===== src/rtl/serial_sub_pkg.sv =====
// Shared definitions for the bit-serial subtractor: FSM state encoding and
// the default operand width.
package serial_sub_pkg;

  localparam int unsigned SERIAL_SUB_WIDTH_DEF = 8;

  typedef enum logic [1:0] {
    IDLE = 2'd0,
    RUN  = 2'd1,
    DONE = 2'd2
  } sub_state_e;

endpackage


===== src/rtl/full_subtractor.sv =====
// One-bit full-subtractor cell: d = x - y - bin, bout set when the
// difference needed a borrow from the next bit.
module full_subtractor (
  input  logic x,
  input  logic y,
  input  logic bin,
  output logic d,
  output logic bout
);

  assign d    = x ^ y ^ bin;
  assign bout = (~x & y) | (~(x ^ y) & bin);

endmodule


===== src/rtl/serial_subtractor.sv =====
// Bit-serial WIDTH-bit subtractor (diff = a - b), LSB first through one
// full-subtractor cell. Define SERIAL_SUB_SIGNED_EN to build the signed overflow flag.
module serial_subtractor
  import serial_sub_pkg::*;
#(
  parameter int unsigned WIDTH = SERIAL_SUB_WIDTH_DEF
) (
  input  logic             clk,
  input  logic             rst,
  input  logic             start,
  input  logic [WIDTH-1:0] a,
  input  logic [WIDTH-1:0] b,
  output logic             busy,
  output logic             done,
  output logic [WIDTH-1:0] diff,
  output logic             borrow,
  output logic             ovf
);

  localparam int unsigned    CW   = $clog2(WIDTH);
  localparam logic [CW-1:0]  LAST = CW'(WIDTH - 1);

  sub_state_e       r_state;
  sub_state_e       w_next;
  logic [WIDTH-1:0] r_a_sh;
  logic [WIDTH-1:0] r_b_sh;
  logic [WIDTH-1:0] r_res;
  logic [WIDTH-1:0] r_diff;
  logic [CW-1:0]    r_cnt;
  logic             r_bin;
  logic             r_borrow;
  logic             w_d;
  logic             w_bout;
  logic             w_last;
  logic             w_accept;

  full_subtractor u_cell (
    .x    (r_a_sh[0]),
    .y    (r_b_sh[0]),
    .bin  (r_bin),
    .d    (w_d),
    .bout (w_bout)
  );

  assign w_last   = (r_cnt == LAST);
  assign w_accept = (r_state == IDLE) && start;

  always_ff @(posedge clk) begin
    if (rst) r_state <= IDLE;
    else     r_state <= w_next;
  end

  always_comb begin
    w_next = r_state;
    busy   = 1'b0;
    done   = 1'b0;
    unique case (r_state)
      IDLE: if (start) w_next = RUN;
      RUN: begin
        busy = 1'b1;
        if (w_last) w_next = DONE;
      end
      DONE: begin
        done   = 1'b1;
        w_next = IDLE;
      end
      default: w_next = IDLE;
    endcase
  end

  // Result bits enter at the MSB, so after WIDTH steps r_res is aligned; the
  // final step bypasses r_res so diff is loaded on the same edge.
  always_ff @(posedge clk) begin
    if (rst) begin
      r_a_sh   <= '0;
      r_b_sh   <= '0;
      r_res    <= '0;
      r_diff   <= '0;
      r_cnt    <= '0;
      r_bin    <= 1'b0;
      r_borrow <= 1'b0;
    end else if (w_accept) begin
      r_a_sh <= a;
      r_b_sh <= b;
      r_res  <= '0;
      r_cnt  <= '0;
      r_bin  <= 1'b0;
    end else if (r_state == RUN) begin
      r_a_sh <= {1'b0, r_a_sh[WIDTH-1:1]};
      r_b_sh <= {1'b0, r_b_sh[WIDTH-1:1]};
      r_res  <= {w_d, r_res[WIDTH-1:1]};
      r_bin  <= w_bout;
      r_cnt  <= r_cnt + CW'(1);
      if (w_last) begin
        r_diff   <= {w_d, r_res[WIDTH-1:1]};
        r_borrow <= w_bout;
      end
    end
  end

  assign diff   = r_diff;
  assign borrow = r_borrow;

`ifdef SERIAL_SUB_SIGNED_EN
  logic r_a_msb;
  logic r_b_msb;
  logic r_ovf;

  // The final cell output d is the result MSB.
  always_ff @(posedge clk) begin
    if (rst) begin
      r_a_msb <= 1'b0;
      r_b_msb <= 1'b0;
      r_ovf   <= 1'b0;
    end else if (w_accept) begin
      r_a_msb <= a[WIDTH-1];
      r_b_msb <= b[WIDTH-1];
    end else if ((r_state == RUN) && w_last) begin
      r_ovf <= (r_a_msb != r_b_msb) && (w_d != r_a_msb);
    end
  end

  assign ovf = r_ovf;
`else
  assign ovf = 1'b0;
`endif

endmodule


===== config.mk =====
export PLATFORM = sky130hd
export DESIGN_NAME = serial_subtractor
export DESIGN_NICKNAME = d
export VERILOG_FILES = /design/src/rtl/serial_sub_pkg.sv /design/src/rtl/full_subtractor.sv /design/src/rtl/serial_subtractor.sv
export SDC_FILE = /design/constraint.sdc
export NUM_CORES = 1
export LEC_CHECK = 0
export ABC_AREA = 1
export CAP_MARGIN = 25
export CORE_AREA = 10 10 74 76
export DETAILED_ROUTE_END_ITERATION = 6
export DIE_AREA = 0 0 84 86
export PLACE_DENSITY = 0.82
export SYNTH_ARGS = -nofsm -noshare
export SYNTH_HDL_FRONTEND = slang
export SYNTH_SLANG_ARGS = --single-unit
export TNS_END_PERCENT = 1

===== constraint.sdc =====
create_clock -name clk -period 1.2 [get_ports clk]
set_input_delay 0.18 -clock clk [delete_from_list [all_inputs] [get_ports clk]]
set_output_delay 0.18 -clock clk [all_outputs]
set_load 0.01 [all_outputs]

; Word-level counts from Yosys, hierarchy flattened
; Cells that the tools add are included.
[totals]
ff_bits = 39
input_bits = 19
out_inout_bits = 12
word_cells = 37
[op_classes]
add_sub_neg = 1
eq_ne = 5
n_mux = 9
bitwise_logic = 8
reduce_logical = 6
[op_table]
columns = cell, count
row1 = 2-to-1 mux 8 bit, 4
row2 = 2-to-1 mux 2 bit, 2
row3 = "!= test 2 bit, second input constant", 2
row4 = case mux 2 bit (2 select lines), 1
row5 = "adder 3 x 1 -> 3 bit, second input constant", 1
row6 = "equality test 3 bit, second input constant", 1
row7 = inverter 1 bit, 3
row8 = AND reduction 3 bit, 1
row9 = AND 1 bit, 2
row10 = "equality test 2 x 1 -> 1 bit, second input constant", 1
row11 = "equality test 2 bit, second input constant", 1
row12 = zero test 2 bit, 1
row13 = 2-to-1 mux 1 bit, 2
row14 = AND reduction 2 bit, 1
row15 = nonzero test 2 bit, 1
row16 = OR reduction 2 bit, 1
row17 = XOR 1 bit, 2
row18 = logical AND 1 bit, 1
row19 = bitwise OR 1 bit, 1

; Depth between registers and ports, before layout
[depth]
ltp_word = 4
mapped_depth = 8

; By module
; From an unflattened synthesis, not the netlist that was laid out.
[hier_totals]
hier_cells = 239
hier_area_um2 = 1729.2
[modules_own_cells]
columns = mod, n_inst, cells_each, area_per_inst_um2
row1 = serial_subtractor, 1, 235, 1697.9
row2 = full_subtractor, 1, 4, 31.3

; Worst setup path before layout
; Ideal clock, no wire load.
[synth_path]
path_kind = flip-flop to flip-flop
start = reg r_cnt[0]
end = reg r_diff[7], in the netlist diff[7]
setup_ps = 112
t_arrival_ps = 1023
path_slack_ps = 64
path_stages_with_launch = 9
period_less_slack_ps = 1136
path_cell_list = dfxtp_1 -> ha_1 -> ha_1 -> inv_1 -> nor2_4 -> nand2_1 -> inv_2 -> nand2_1 -> nand2_1
[synth_via]
elab_chain_cells = 2
[synth_lines]
columns = item, line_no
row1 = from (decl), serial_subtractor.sv:29  ; logic [CW-1:0] r_cnt;
row2 = from (signal assigned), serial_subtractor.sv:93  ; r_cnt <= r_cnt + CW'(1);
row3 = equality test 3 bit, serial_subtractor.sv:45  ; assign w_last = (r_cnt == LAST);
row4 = AND reduction 3 bit (no source line), n/a
row5 = to (signal assigned), serial_subtractor.sv:95  ; r_diff <= {w_d, r_res[WIDTH-1:1]};
row6 = to (decl), serial_subtractor.sv:28  ; logic [WIDTH-1:0] r_diff;
; No other way between the ends.
; A chain may end at the register's enable or synchronous reset.

; Worst setup path in the final report
[layout_path]
start = reg r_cnt[1]
end = reg r_diff[2], in the netlist diff[2]
; The elaborated chain is that of the path after synthesis.

==> flow_summary.json <==
{
  "status": "complete, but fails checks",
  "failing_checks": "negative setup slack",
  "setup.worst_path.end_class": "flip-flop",
  "yosys-top-cells-area": "sky130_fd_sc_hd__dfxtp_1, sky130_fd_sc_hd__nand2_1, sky130_fd_sc_hd__nand3_1, sky130_fd_sc_hd__a21oi_2, sky130_fd_sc_hd__inv_1",
  "layout-drive-gt1-share_pct": 27.8,
  "final_nets": 305,
  "comb_power_share_pct": 15.3,
  "setup.reg_to_reg.worst_slack_ps": -7,
  "cts_inserted_buffers": 5,
  "synth_warnings": 0,
  "final-seq-area_sq_um": 771,
  "most_frequent_cells_in_the_layout": "sky130_fd_sc_hd__nand2_1, sky130_fd_sc_hd__dfxtp_1, sky130_fd_sc_hd__nand3_1, sky130_fd_sc_hd__inv_1, sky130_fd_sc_hd__clkdlybuf4s50_1",
  "clock_path_buffers": 2,
  "clock.fmax_ghz": 0.829,
  "yosysTopAreaCellShare_pct": 42.8,
  "globalRouteOverflowTotal": 0,
  "cts_htree_levels": 2,
  "ios": 31,
  "firstDrtPassIters": 5,
  "fillerInstances": 322,
  "multi_input_comb_area_sq_um": 918,
  "internal_power_uw": 2370,
  "seqPwrFrac_pct": 42.8,
  "worstPathArrival_ps": 1450,
  "most_common_library_cell_in_the_layout_ignoring_fill_and_taps": "sky130_fd_sc_hd__nand2_1",
  "vias": 1671,
  "power.ir.vdd_worst_mv": 0.756,
  "setup.worst_path.class": "reg -> reg",
  "synth_area_per_cell_sq_um": 7.44,
  "area.growth.synth_to_final_pct": 39.2,
  "cts_tree": "done",
  "cts_hold_buffers": 0,
  "rsz0062_at_grt": "yes",
  "synth_seq_area_share_pct": 42.8,
  "detail_route.vias_per_cell": 5.00,
  "dp.final_hpwl_um": 2960,
  "final.setup.tns_ps": -6.87,
  "dieArea_sq_mm": 0.00722,
  "drt-wirelength-per-cell_um": 14.4,
  "clkSlewWorstSetupHoldPaths_ps": 80,
  "power.net_switching_uw": 764,
  "power.leakage_uw": 0.00114,
  "yosys_register_bits": 38,
  "report.final.hold_viol_count": 0,
  "n_antenna_cell": 0,
  "post_synth_num_cell_types": 22,
  "routed_wl_um": 4800,
  "die-width_um": 84,
  "finalClockSkew_ps": 7.55,
  "grt_use_total_pct": 12.0,
  "synth.cell_area_sq_mm": 0.00178,
  "final.period_utilization_pct": 101,
  "core-area_sq_mm": 0.00397,
  "grt_start_max_net_pins": 18,
  "drc_errors": 0,
  "root_buffer": "sky130_fd_sc_hd__clkbuf_8",
  "fin_worst_hold_slack_ps": 456,
  "drt_iter0_drc": 100,
  "worstSetupStartpointType": "flip-flop",
  "grt_pass1_wl_um": 7200,
  "syn_nets": 261,
  "drt.antenna.violating_nets": 0,
  "antenna_found_initial": 0,
  "core.rowCount": 23,
  "synthesis.instances": 239,
  "synth_largest_area_cell": "sky130_fd_sc_hd__dfxtp_1",
  "pwr-share-clk_pct": 41.9,
  "worstSkewPairLatency_ps": 290,
  "worst_hold_path_type": "in -> reg",
  "critical_path.max_fanout": 8,
  "first_global_vias": 1512,
  "switching_share_pct": 24.4,
  "floorplan.initialDensity_pct": 44.8,
  "chipHeight_um": 86,
  "cp.required_ps": 1440,
  "layout_min_cycle_time_ps": 1210,
  "setup_violations": 1,
  "finalMaxSlewViolations": 0,
  "layout_setup_ws_ps": -6.87,
  "power_per_unit_of_standard_cell_area_mw_per_mm2": 1270,
  "port_buffers": 29,
  "drv_cap": 0,
  "clock-sinks": 38,
  "gpl.final_weighted_congestion": 0.861
}
logic make-up after synthesis:
kind of cell / share of synthesized area [%]
AND/OR/NAND/NOR: 32.7
buffers and inverters: 11.0
flip-flops: 42.8
AO/OA/AOI/OAI: 10.3
adder cells (fa/ha/maj): 2.53
XOR/XNOR: 0.492
other: 0.211
metrics by stage:
stage                     setup WS [ps]  power (uW)  cell area (sq um)  utilization [%]  instances
after floorplan                    64.1        1630               1780                -        239
after global placement             -163        1760               2180             54.9        323
after detailed placement           -191        1770               2180             54.9        323
after CTS                         0.777        3060               2320             58.3        331
after global routing              -85.2        3250               2480             62.4        334
final                             -6.87        3140               2480             62.4        334
layout make-up:
| class | instances | share of cell area, % |
|---|---|---|
| sequential | 38 | 31.1 |
| multi-input combinational | 164 | 37.1 |
| timing repair buffer | 50 | 19.8 |
| clock inverter | 3 | 2.78 |
| tap | 50 | 2.53 |
| clock buffer | 5 | 2.78 |
| inverter | 24 | 3.94 |
path summary, 6_finish.rpt:
kind,start,to,cells past startpoint
worst max-delay path,r_cnt[1],diff[2],8
worst min-delay path,start,r_state[0],3
worst max register to register,r_cnt[1],diff[2],8
worst min register to register,r_b_sh[1],r_b_sh[1],2
registers in the layout (all words and copies together) (netlist names):
register and cells:
r_a_sh 8, diff 8, r_bin 1, r_state 2
r_cnt 3, r_res 7, borrow 1, r_b_sh 8
synthesized netlist by cell type:
| cell type | number |
|---|---|
| sky130_fd_sc_hd__inv_1 | 21 |
| sky130_fd_sc_hd__a21oi_1 | 13 |
| sky130_fd_sc_hd__conb_1 | 1 |
| sky130_fd_sc_hd__a21oi_2 | 10 |
| sky130_fd_sc_hd__buf_6 | 3 |
| sky130_fd_sc_hd__nand3_1 | 34 |
| sky130_fd_sc_hd__nand2_1 | 78 |
| sky130_fd_sc_hd__clkbuf_1 | 1 |
| sky130_fd_sc_hd__ha_1 | 2 |
| sky130_fd_sc_hd__buf_2 | 6 |
| sky130_fd_sc_hd__o21ai_0 | 3 |
| sky130_fd_sc_hd__nand2_4 | 2 |
| sky130_fd_sc_hd__xor2_1 | 1 |
| sky130_fd_sc_hd__buf_8 | 1 |
| sky130_fd_sc_hd__dfxtp_1 | 38 |
| sky130_fd_sc_hd__fa_1 | 1 |
| sky130_fd_sc_hd__o21ai_4 | 1 |
| sky130_fd_sc_hd__nor2_4 | 3 |
| sky130_fd_sc_hd__buf_4 | 3 |
| sky130_fd_sc_hd__nor2_1 | 10 |
| sky130_fd_sc_hd__inv_2 | 3 |
| sky130_fd_sc_hd__nand2_2 | 4 |
repair_timing:
action | 4_1_cts | 5_1_grt
setup buffers | 0 | 1
hold endpoints to repair | 0 | 0
setup endpoints to repair | 40 | 35
pin swaps | 3 | 14
resized for setup | 28 | 33
gates cloned | 0 | 2
per-layer routing:
metal	wire (um)	track usage (%)
met5	0	0
met4	82	5.63
met3	184	3.50
met2	2450	20.3
met1	2080	13.6
critical path, cell delays in order (launching register included):
cell                       delay, ps
sky130_fd_sc_hd__dfxtp_2         360
sky130_fd_sc_hd__ha_4            140
sky130_fd_sc_hd__ha_4            120
sky130_fd_sc_hd__inv_2            40
sky130_fd_sc_hd__nor2_4          160
sky130_fd_sc_hd__nand2_2         100
sky130_fd_sc_hd__clkinv_4        110
sky130_fd_sc_hd__nand2_1          50
sky130_fd_sc_hd__nand2_1          70
power groups by stage:
stage | combinational (uW) | clock [uW] | sequential (uW)
3_3_place_gp | 397 | 0 | 1370
6_report | 481 | 1310 | 1340
2_1_floorplan | 268 | 0 | 1360
3_5_place_dp | 405 | 0 | 1370
5_1_grt | 526 | 1380 | 1350
4_1_cts | 408 | 1320 | 1340
(Power assumes the default switching activity.)
